## src/rtl/scan_pkg.sv

```systemverilog
// Shared definitions for the scan chip-select scheduler: FSM states, default
// sizing constants and the round-robin winner search.
package scan_pkg;

  localparam int DW_DEF      = 16;
  localparam int GAP_CYC_DEF = 3;

  typedef enum logic [1:0] {
    ST_IDLE   = 2'd0,
    ST_ACTIVE = 2'd1,
    ST_GAP    = 2'd2
  } state_e;

  // First set bit of pend searching upward from last+1, wrapping at nch (nch <= 8).
  // Returns last when nothing is pending.
  function automatic int rr_next(input logic [7:0] pend, input int last, input int nch);
    int   idx;
    logic found;
    rr_next = last;
    found   = 1'b0;
    for (int k = 1; k <= 8; k++) begin
      idx = (last + k) % nch;
      if (!found && (k <= nch) && pend[idx[2:0]]) begin
        rr_next = idx;
        found   = 1'b1;
      end
    end
  endfunction

endpackage

```

## src/rtl/scan_req_sync.sv

```systemverilog
// One trigger line: two-flop synchronizer plus a third flop for rising-edge detect.
module scan_req_sync (
  input  logic clk_i,
  input  logic rst_i,
  input  logic req_i,
  output logic rise_o
);

  logic s1_q, s2_q, s3_q;

  always_ff @(posedge clk_i) begin
    if (rst_i) begin
      s1_q <= 1'b0;
      s2_q <= 1'b0;
      s3_q <= 1'b0;
    end else begin
      s1_q <= req_i;
      s2_q <= s1_q;
      s3_q <= s2_q;
    end
  end

  assign rise_o = s2_q & ~s3_q;

endmodule

```

## src/rtl/scan_cs_sched.sv

```systemverilog
// Round-robin scheduler granting one active-low chip-select window at a time,
// each window followed by a fixed all-high guard gap.
module scan_cs_sched
  import scan_pkg::*;
#(
  parameter int NCH     = 4,
  parameter int GAP_CYC = GAP_CYC_DEF,
  parameter int DW      = DW_DEF,
  localparam int IW     = $clog2(NCH),
  localparam int GW     = $clog2(GAP_CYC + 1)
) (
  input  logic            clk24m,
  input  logic            rst,
  input  logic [NCH-1:0]  req,
  input  logic            enable,
  input  logic [DW-1:0]   dwell_cycles,
  input  logic            abort,
  output logic [NCH-1:0]  cs_n,
  output logic [IW-1:0]   gnt_id,
  output logic            busy,
  output logic            done,
  output logic [1:0]      dbg_state
);

  // Handshake: none. req is a free-running level; a synchronized rising edge
  // latches a pending request which is consumed by the grant that serves it.

  state_e          state_q, state_d;
  logic [DW-1:0]   cnt_q, cnt_d;
  logic [GW-1:0]   gap_q, gap_d;
  logic [IW-1:0]   gnt_id_q, gnt_d;
  logic [NCH-1:0]  pend_q, pend_d;
  logic [NCH-1:0]  cs_n_q, cs_n_d;
  logic            busy_q, busy_d;
  logic            done_q, done_d;
  logic [NCH-1:0]  rise;
  logic            grant;
  logic [IW-1:0]   win;
  logic [7:0]      pend_pad;

  for (genvar i = 0; i < NCH; i++) begin : g_sync
    scan_req_sync u_sync (
      .clk_i  (clk24m),
      .rst_i  (rst),
      .req_i  (req[i]),
      .rise_o (rise[i])
    );
  end

  always_comb begin
    pend_pad = '0;
    pend_pad[NCH-1:0] = pend_q;
    win = IW'(rr_next(pend_pad, int'(gnt_id_q), NCH));
  end

  always_ff @(posedge clk24m) begin
    if (rst) begin
      state_q  <= ST_IDLE;
      cnt_q    <= '0;
      gap_q    <= '0;
      gnt_id_q <= IW'(NCH - 1);
      pend_q   <= '0;
      cs_n_q   <= '1;
      busy_q   <= 1'b0;
      done_q   <= 1'b0;
    end else begin
      state_q  <= state_d;
      cnt_q    <= cnt_d;
      gap_q    <= gap_d;
      gnt_id_q <= gnt_d;
      pend_q   <= pend_d;
      cs_n_q   <= cs_n_d;
      busy_q   <= busy_d;
      done_q   <= done_d;
    end
  end

  always_comb begin
    state_d = state_q;
    cnt_d   = cnt_q;
    gap_d   = gap_q;
    gnt_d   = gnt_id_q;
    grant   = 1'b0;
    case (state_q)
      ST_IDLE: begin
        if (enable && (|pend_q)) begin
          grant   = 1'b1;
          gnt_d   = win;
          cnt_d   = (dwell_cycles == '0) ? DW'(1) : dwell_cycles;
          state_d = ST_ACTIVE;
        end
      end
      ST_ACTIVE: begin
        if (abort || (cnt_q == DW'(1))) begin
          gap_d   = GW'(GAP_CYC);
          state_d = ST_GAP;
        end else begin
          cnt_d = cnt_q - DW'(1);
        end
      end
      ST_GAP: begin
        if (gap_q == GW'(1)) begin
          state_d = ST_IDLE;
        end else begin
          gap_d = gap_q - GW'(1);
        end
      end
      default: state_d = ST_IDLE;
    endcase
  end

  // Outputs are registered from the next state so cs_n falls on the grant edge.
  always_comb begin
    cs_n_d = '1;
    if (state_d == ST_ACTIVE) begin
      cs_n_d[gnt_d] = 1'b0;
    end
    busy_d = (state_d != ST_IDLE);
    done_d = (state_q == ST_ACTIVE) && (cnt_q == DW'(1)) && !abort;
    pend_d = pend_q;
    if (grant) begin
      pend_d[win] = 1'b0;
    end
    pend_d = pend_d | rise;
  end

  assign cs_n      = cs_n_q;
  assign gnt_id    = gnt_id_q;
  assign busy      = busy_q;
  assign done      = done_q;
  assign dbg_state = state_q;

endmodule

```

## config.mk

```make
export PLATFORM = sky130hd
export DESIGN_NAME = scan_cs_sched
export DESIGN_NICKNAME = d
export VERILOG_FILES = /design/src/rtl/scan_pkg.sv /design/src/rtl/scan_req_sync.sv /design/src/rtl/scan_cs_sched.sv
export SDC_FILE = /design/constraint.sdc
export NUM_CORES = 1
export LEC_CHECK = 0
export BUFFER_PORTS_ARGS = -buffer_cell sky130_fd_sc_hd__buf_2
export CORE_ASPECT_RATIO = 1.1
export CORE_MARGIN = 1
export CORE_UTILIZATION = 40
export CTS_CLUSTER_SIZE = 12
export DETAILED_ROUTE_END_ITERATION = 6
export PLACE_DENSITY = 0.65
export SETUP_SLACK_MARGIN = 0.02
export SLEW_MARGIN = 30
export SYNTH_ARGS = -nofsm -noshare
export SYNTH_HDL_FRONTEND = slang
export SYNTH_HIERARCHICAL = 1
export SYNTH_SLANG_ARGS = --single-unit
export TNS_END_PERCENT = 5
```

## constraint.sdc

```tcl
create_clock -name clk24m -period 3.3 [get_ports clk24m]
set_input_delay 0.66 -clock clk24m [delete_from_list [all_inputs] [get_ports clk24m]]
set_output_delay 0.66 -clock clk24m [all_outputs]
set_load 0.01 [all_outputs]
```

Yosys cells after proc, flatten, opt, wreduce, memory -nomap -nowiden
Index checks and enable logic that the tools add are counted.

operators by class
  reductions and logical operators = 26
  equal/unequal tests = 9
  muxes and demuxes = 35
  magnitude comparators = 8
  add/sub/neg operators = 6
  bitwise operators = 17

operators with widths
  kind                   number
  $mux 16                3
  $pmux 16 s2            1
  $mux 2                 11
  $eq 16x1->1 const B    1
  $logic_not 16->1       1
  $lt 3x4->1 const B     4
  $sub 16x1->16 const B  1
  $bmux 1 s3             4
  $mux 1                 11
  $reduce_or 2->1        5
  $logic_and 1x1->1      8
  $ne 2x2->1 const B     4
  $not 4->4              2
  $eq 2x1->1 const B     3
  $lt 2x3->1 const B     2
  $pmux 2 s3             1
  $reduce_and 3->1       2
  $reduce_bool 2->1      3
  $not 1->1              5
  $add 2x1->2 const B    2
  $add 2x2->2 const B    2
  $and 1x1->1            4
  $and 1x1->1 const A    4
  $and 4x4->4            1
  other kinds (11)       16

word-level totals
  output and inout port bits = 10
  input port bits = 24
  flip-flop bits (word level) = 44
  logic and storage cells = 121

Depth between registers and ports, before layout
Gate-level depths: netlist of the first run.

  depth in word-level cells = 23
  depth in mapped cells = 9

Cells and area by module
The synthesis of the first run kept the hierarchy.

by module, submodules not included
  module         cells an instance  area each (µm²)  sequential area each (µm²)  instances
  scan_cs_sched  239                1958.1           640.6                       1
  scan_req_sync  7                  87.6             60.1                        4

Least setup slack after synthesis of the first run
Ideal clock, no wire load.

  path kind = flip-flop to flip-flop
  start point = register state_q[1] (netlist: dbg_state[1])
  end point = register cnt_q[4]
  setup slack = 1.512 ns
  path buffers = 2
  cell stages (with the launch flop) = 10
  required time = 3.208 ns
  arrival time = 1.696 ns
  cells stage by stage = dfxtp_1 > inv_1 > ha_1 > buf_2 > and2b_1 > o2bb2ai_1 > o21bai_2 > buf_2 > a21oi_1 > o32ai_1

on the way
  word-level cells in the longest chain between the ends = 3
  elaborated cells on any way between the ends = 7

RTL lines
  item                                                              RTL line             text
  start, declared                                                   scan_cs_sched.sv:28  state_e state_q, state_d;
  start signal, assigned                                            scan_cs_sched.sv:67  state_q <= state_d;
  $eq 2x1->1 / $logic_not 2->1 (equally long branches)              scan_cs_sched.sv:84  case (state_q)
  $ne 2x2->1 (no line) / $reduce_bool 2->1 (equally long branches)  n/a
  $reduce_and 3->1 (no line)                                        n/a
  end signal, assigned                                              scan_cs_sched.sv:68  cnt_q <= cnt_d;
  end, declared                                                     scan_cs_sched.sv:29  logic [DW-1:0] cnt_q, cnt_d;

Several ways; a longest one is shown, not always the timed one.
A chain may end at the register's enable or synchronous reset.

Worst setup path after layout of the first run
  start point = register state_q[1] (netlist: dbg_state[1])
  end point = register cnt_q[8]

Same word-level chain as after synthesis.

==> results of run 1 <==
[metal layers]
metal / wire length (um) / up-vias / GRT usage (%)
li1: - / 1029 / -
met1: 2370 / 957 / 21.2
met2: 2410 / 36 / 32.1
met3: 144 / 5 / 3.31
met4: 39 / 0 / 3.96
met5: 0 / - / 0
[metrics by stage]
stage	util, %	cells	worst slack (ps)
after floorplan	-	267	1510
after global placement	46.4	366	930
after detailed placement	46.4	366	839
after CTS	48.3	374	811
after global routing	48.3	374	528
final	48.3	374	806
[sequential cells by signal (all words and copies together) (netlist names)]
name                cells
g_sync.u_sync/s1_q      4
cnt_q                  16
busy                    1
gap_q                   2
g_sync.u_sync/s3_q      4
dbg_state               2
done                    1
cs_n                    4
g_sync.u_sync/s2_q      4
gnt_id                  2
pend_q                  4
[report_power, final]
part / switching [mW] / internal (mW)
Combinational: 0.274 / 0.185
Clock: 0.178 / 0.225
Sequential: 0.0575 / 0.582
Total: 0.510 / 0.992
[logic make-up (layout without fill, tap and decap cells)]
group / after synthesis / after routing / share of synthesized area [%]
compound gates: 85 / 85 / 24.5
mux: 6 / 6 / 2.87
flops: 44 / 44 / 38.2
simple gates: 99 / 99 / 26.1
fa+ha+maj: 7 / 7 / 3.79
buf+inv: 26 / 58 / 4.55
[cell usage after synthesis, types with 5 or more instances]
cell      instances
a21oi_1          26
a31oi_1           5
clkbuf_1          7
dfxtp_1          44
ha_1              7
inv_1            14
nand2_1          19
nand2b_1          6
nand3_1           8
nor2_1           11
nor2b_1          18
nor3_1            5
nor4_1            5
o21ai_0          15
o32ai_1           5
[critical path, delay by kind of cell, from the launching register on]
kind / cells / cell delay [ps]
and+or+nand+nor: 1 / 390
DFF: 1 / 340
AOI/OAI and AO/OA: 2 / 320
adders and majority gates: 1 / 480
buffers and inverters: 3 / 880
[worst max-delay path by stage]
stage                                        from                     to  slack (ps)
after detailed placement  dbg_state[1]$_SDFF_PP0_  cnt_q[8]$_SDFFE_PP0P_         840
after CTS                 dbg_state[1]$_SDFF_PP0_  cnt_q[8]$_SDFFE_PP0P_         810
after floorplan           dbg_state[1]$_SDFF_PP0_  cnt_q[4]$_SDFFE_PP0P_        1510
after global routing      dbg_state[1]$_SDFF_PP0_  cnt_q[4]$_SDFFE_PP0P_         530
after global placement    dbg_state[1]$_SDFF_PP0_  cnt_q[8]$_SDFFE_PP0P_         930
final                     dbg_state[1]$_SDFF_PP0_  cnt_q[8]$_SDFFE_PP0P_         810
[layout make-up]
type	count	area, sq um	area share (%)
clock buffers	6	72.6	2.75
clock inverters	2	35.0	1.33
inverters	15	56.3	2.13
multi-input cells	197	1320	50.1
flip-flops and latches	44	881	33.3
well taps	75	93.8	3.55
repair buffers	35	180	6.82
[placed cells by master, fill, tap and decap left out, types with 6 or more instances in the layout]
cell,synthesis,routed
a21oi_1,26,26
nor2b_1,18,18
nand2_1,19,19
dfxtp_1,44,44
nand3_1,8,8
nor2_1,11,11
nand2b_1,6,6
buf_2,3,33
o21ai_0,15,15
ha_1,7,7
inv_1,14,14
==> impl_metrics.tcl, run 1 <==
set metrics [dict create \
    placed_area_sq_um 2530 \
    grt_pass1_vias 1883 \
    synth_top_area_cell "dfxtp_1" \
    startpoint_type "register" \
    synth_edf_count 0 \
    synth_area_sq_um 2310 \
    drt_iter0_markers 74 \
    hp-class "reg2reg" \
    status "finished, final reports clean" \
    ir_drop_mv 0.242 \
    relSlewSlack_pct 37.0 \
    num_rows 28 \
    cts_sinks 44 \
    drtAntennaViolNets 0 \
    num_io_pins 34 \
    clk_latency_ps 290 \
    cts_resized 0 \
    ys_types 57 \
    dieHeight_um 81.7 \
    maxSlewViolCount 0 \
    fin_skew_ps 5.17 \
    r2r_slack_ps 810 \
    gp_congestion 0.800 \
    ys.flop_type "dfxtp_1" \
    syn-num-nets 298 \
    hold_violations 0 \
    finalNetCount 329 \
    cp.arrival_ps 2720 \
    grt_max_degree 43 \
    track_usage_pct 17.6 \
    die_x_um 74.4 \
    p_total_mw 1.50 \
    required_ps 3520 \
    cap_violations 0 \
    p_per_area_nw_per_um2 569 \
    num_vias 2027 \
    port_buffers 33 \
    synth-seq-area-share_pct 38.2 \
    wl_per_cell_um 13.3 \
    clk_pin_slew_ps 80 \
    worstHoldStart "g_sync[0].u_sync/s1_q$_SDFF_PP0_" \
    worst_path_max_delay_cell "ha_1" \
    layout-drive-gt1-share_pct 20.1 \
    min_period_ps 2490 \
    postSynthAreaPerCell_sq_um 8.65 \
    netlist_instances 267 \
    nFillCells 549 \
    dp_hpwl_um 3600 \
    ys_warn_count 6 \
    cts_buffers 5 \
    drc 0 \
    die_area_sq_um 6080 \
    hold_depth 1 \
    cts_max_level 2 \
    antenna_found_initial 0 \
    critPathKind "reg2reg" \
    initial_core_util_pct 42.2 \
    async_reset_ff_share_pct 0 \
    cp_slowest_stage_delay_ps 480 \
    setup_tns_ps 0 \
    leakagePower_nw 1.04 \
    cts_hold_buf 0 \
    first_pass_iters 4 \
    setup_viol 0 \
    post_cts_buffers 0 \
    rsz0062_at_grt "no" \
    syn_to_final_growth_pct 14.4 \
    cp-end-kind "register" \
    whs_endpoint "g_sync[0].u_sync/s2_q$_SDFF_PP0_" \
    clockBufferDepth 2 \
    worst_slew_pin_slew_ps 940 \
    synth_top_cell_area_share_pct 38.2 \
    antenna_cells 0 \
    netlist_top_cells_area "dfxtp_1 (38%), a21oi_1 (5.6%), nor2b_1 (4.9%)" \
    fin_crit_sh_pct 75.6 \
    root_buffer "clkbuf_8" \
    r2r-start "dbg_state[1]$_SDFF_PP0_" \
    crit_path_max_fanout 19 \
    via_per_inst 5.42 \
    fmax_mhz 401 \
    hold_slack_ps 440 \
    grt-ovfl-total 0 \
    grt_first_pass_wirelength_um 8340 \
    r2r_end "cnt_q[8]$_SDFFE_PP0P_" \
    cts_tree "done" \
    rr_worst_depth 7 \
    design_area_sq_um 2640 \
    wl_um 4960 \
    path_cells "inv_1 -> ha_1 -> buf_4 -> clkinv_1 -> nor4_1 -> o21ai_0 -> a21oi_1" \
    core_area_sq_um 5470 \
    ys_ff_latch 44 \
]
Power figures use the tool's default switching activity.
==> inputs of run 2 (changes only) <==
Settings changed: ABC_AREA set to 1, PLACE_DENSITY 0.65 to 0.67.
Clock period 3.3 ns to 2.1 ns, I/O delays scaled along.
==> run 2 against run 1 <==
Net effect:
- routed wire length up 7.8%
- worst hold slack worse by 150 ps
- critical endpoint is now cs_n[0]$_SDFF_PP1_
- non-clock buffer count grew 4
- clock-buffer cell count is 1 lower
- cell count increased by 30%
- sequential power increased by 51%
- cell area is 8.1% higher
- synthesized area is 7.9% higher
- global-route usage is essentially flat
==> impl_metrics.tcl, run 2 <==
set metrics [dict create \
    port_buffers 33 \
    die_x_um 77.2 \
    clk_pin_slew_ps 80 \
    p_total_mw 2.36 \
    required_ps 2270 \
    ys.flop_type "dfxtp_1" \
    synth_area_sq_um 2490 \
    cts_max_level 2 \
    synth_edf_count 0 \
    num_io_pins 34 \
    setup_tns_ps 0 \
    critPathKind "reg2reg" \
    grt-ovfl-total 0 \
    setup_ws_ps 318 \
    clk_latency_ps 290 \
    grt_pass1_vias 2137 \
    root_buffer "clkbuf_8" \
    gp_congestion 0.896 \
    cts_tree "done" \
    netlist_top_cells_area "dfxtp_1 (35%), nand2_1 (14%), nor2_1 (7.8%)" \
    synth_commonest_cells "nand2_1 (91), nor2_1 (52), dfxtp_1 (44), inv_1 (44), nand3_1 (25)" \
    cts_hold_buf 0 \
    antenna_cells 0 \
    p_per_area_nw_per_um2 825 \
    syn-num-nets 403 \
    synth_top_cell_area_share_pct 35.4 \
    core_area_sq_um 5880 \
    syn_to_final_growth_pct 14.6 \
    cts_sinks 44 \
    final_common_cell "nand2_1" \
    nFillCells 662 \
    dieHeight_um 84.8 \
    drtAntennaViolNets 0 \
    cp-end-kind "register" \
    crit_path_max_fanout 11 \
    hold_slack_ps 294 \
    async_reset_ff_share_pct 0 \
    final_cells 487 \
    final_cell_mix "nand2_1 (91), nor2_1 (52), inv_1 (44), dfxtp_1 (44), buf_2 (33)" \
    dp_hpwl_um 4010 \
    min_period_ps 1780 \
    largest_reg_flops 16 \
    startpoint_type "register" \
    worstHoldStart "abort" \
    initial_core_util_pct 42.4 \
    cts_buffers 5 \
    rsz0062_at_grt "no" \
    ys_types 37 \
    ff_latch_area_sq_um 881 \
    synth-seq-area-share_pct 35.4 \
    design_area_sq_um 2860 \
    startpoint "gnt_id[0]$_SDFF_PP1_" \
    netlist_instances 372 \
    status "finished, final reports clean" \
    r2r-start "gnt_id[0]$_SDFF_PP1_" \
    post_cts_buffers 0 \
    layout-drive-gt1-share_pct 19.5 \
    multi_input_area_sq_um 1370 \
    synth_top_area_cell "dfxtp_1" \
    fin_skew_ps 3.31 \
    ys_warn_count 6 \
    placed_area_sq_um 2740 \
    fin_crit_sh_pct 84.9 \
    dp.cells 479 \
    relSlewSlack_pct 73.1 \
    worst_slew_pin_slew_ps 402 \
    drc 0 \
    antenna_found_initial 0 \
    grt_first_pass_wirelength_um 9300 \
    postSynthAreaPerCell_sq_um 6.70 \
    wl_um 5350 \
    first_pass_iters 4 \
    cts_resized 0 \
    clockBufferDepth 2 \
    via_per_inst 4.84 \
    setup_viol 0 \
    ys_ff_latch 44 \
    grt_max_degree 32 \
    final_core_util_pct 48.6 \
    place_ws_ps 357 \
    wl_per_cell_um 11.0 \
    cap_violations 0 \
    num_vias 2356 \
    r2r_slack_ps 320 \
    leakagePower_nw 1.36 \
    num_rows 29 \
    cp.arrival_ps 1950 \
    largest_register "cnt_q" \
    drt_iter0_markers 45 \
    die_area_sq_um 6550 \
    synthMostInstantiatedCell "nand2_1" \
    hp-class "in2reg" \
    track_usage_pct 17.6 \
    maxSlewViolCount 0 \
    fmax_mhz 561 \
    finalNetCount 440 \
    ir_drop_mv 0.332 \
    hold_violations 0 \
]
## run 2: cell type report
| cell class | instances | area share [%] |
|---|---|---|
| clock buffer | 5 | 2.41 |
| clock inverter | 3 | 1.49 |
| inverter | 50 | 6.66 |
| multi-input combinational | 269 | 47.9 |
| sequential | 44 | 30.9 |
| tap | 77 | 3.37 |
| timing repair buffer | 39 | 7.36 |
## run 2: power breakdown
part	internal (mW)	total (mW)	switching, mW
logic	0.275	0.752	0.477
clock network	0.352	0.636	0.284
registers	0.904	0.968	0.0635
total	1.53	2.36	0.824
## run 2: path summary, 6_finish.rpt
kind / cells after the start / endpoint
setup / recovery: 11 / cs_n[0]$_SDFF_PP1_
hold / removal: 2 / done$_SDFF_PP0_
setup reg to reg: 11 / cs_n[0]$_SDFF_PP1_
hold reg to reg: 2 / g_sync[0].u_sync/s2_q$_SDFF_PP0_
## run 2: cells by family after synthesis
| family | after synthesis | synth area share (%) |
|---|---|---|
| simple gates | 198 | 35.8 |
| compound gates | 59 | 13.8 |
| buf+inv | 59 | 9.79 |
| flops | 44 | 35.4 |
| fa+ha+maj | 7 | 3.52 |
| xor+xnor | 5 | 1.76 |
## run 2: per-layer routing
layer,track usage [%],share of wire (%)
met1,22.1,48
met2,30.4,48
met5,0,0
met3,3.26,2.6
met4,5.66,1.1
## run 2: critical path: stages, from the launching register on
cell,delay [ps]
dfxtp_1,570
inv_4,90
nand2_1,70
nand2_1,90
nand2_2,110
nand2_4,80
o21ai_0,190
nand3_1,120
nand2_2,100
o21ai_2,80
inv_2,70
nand3_1,80
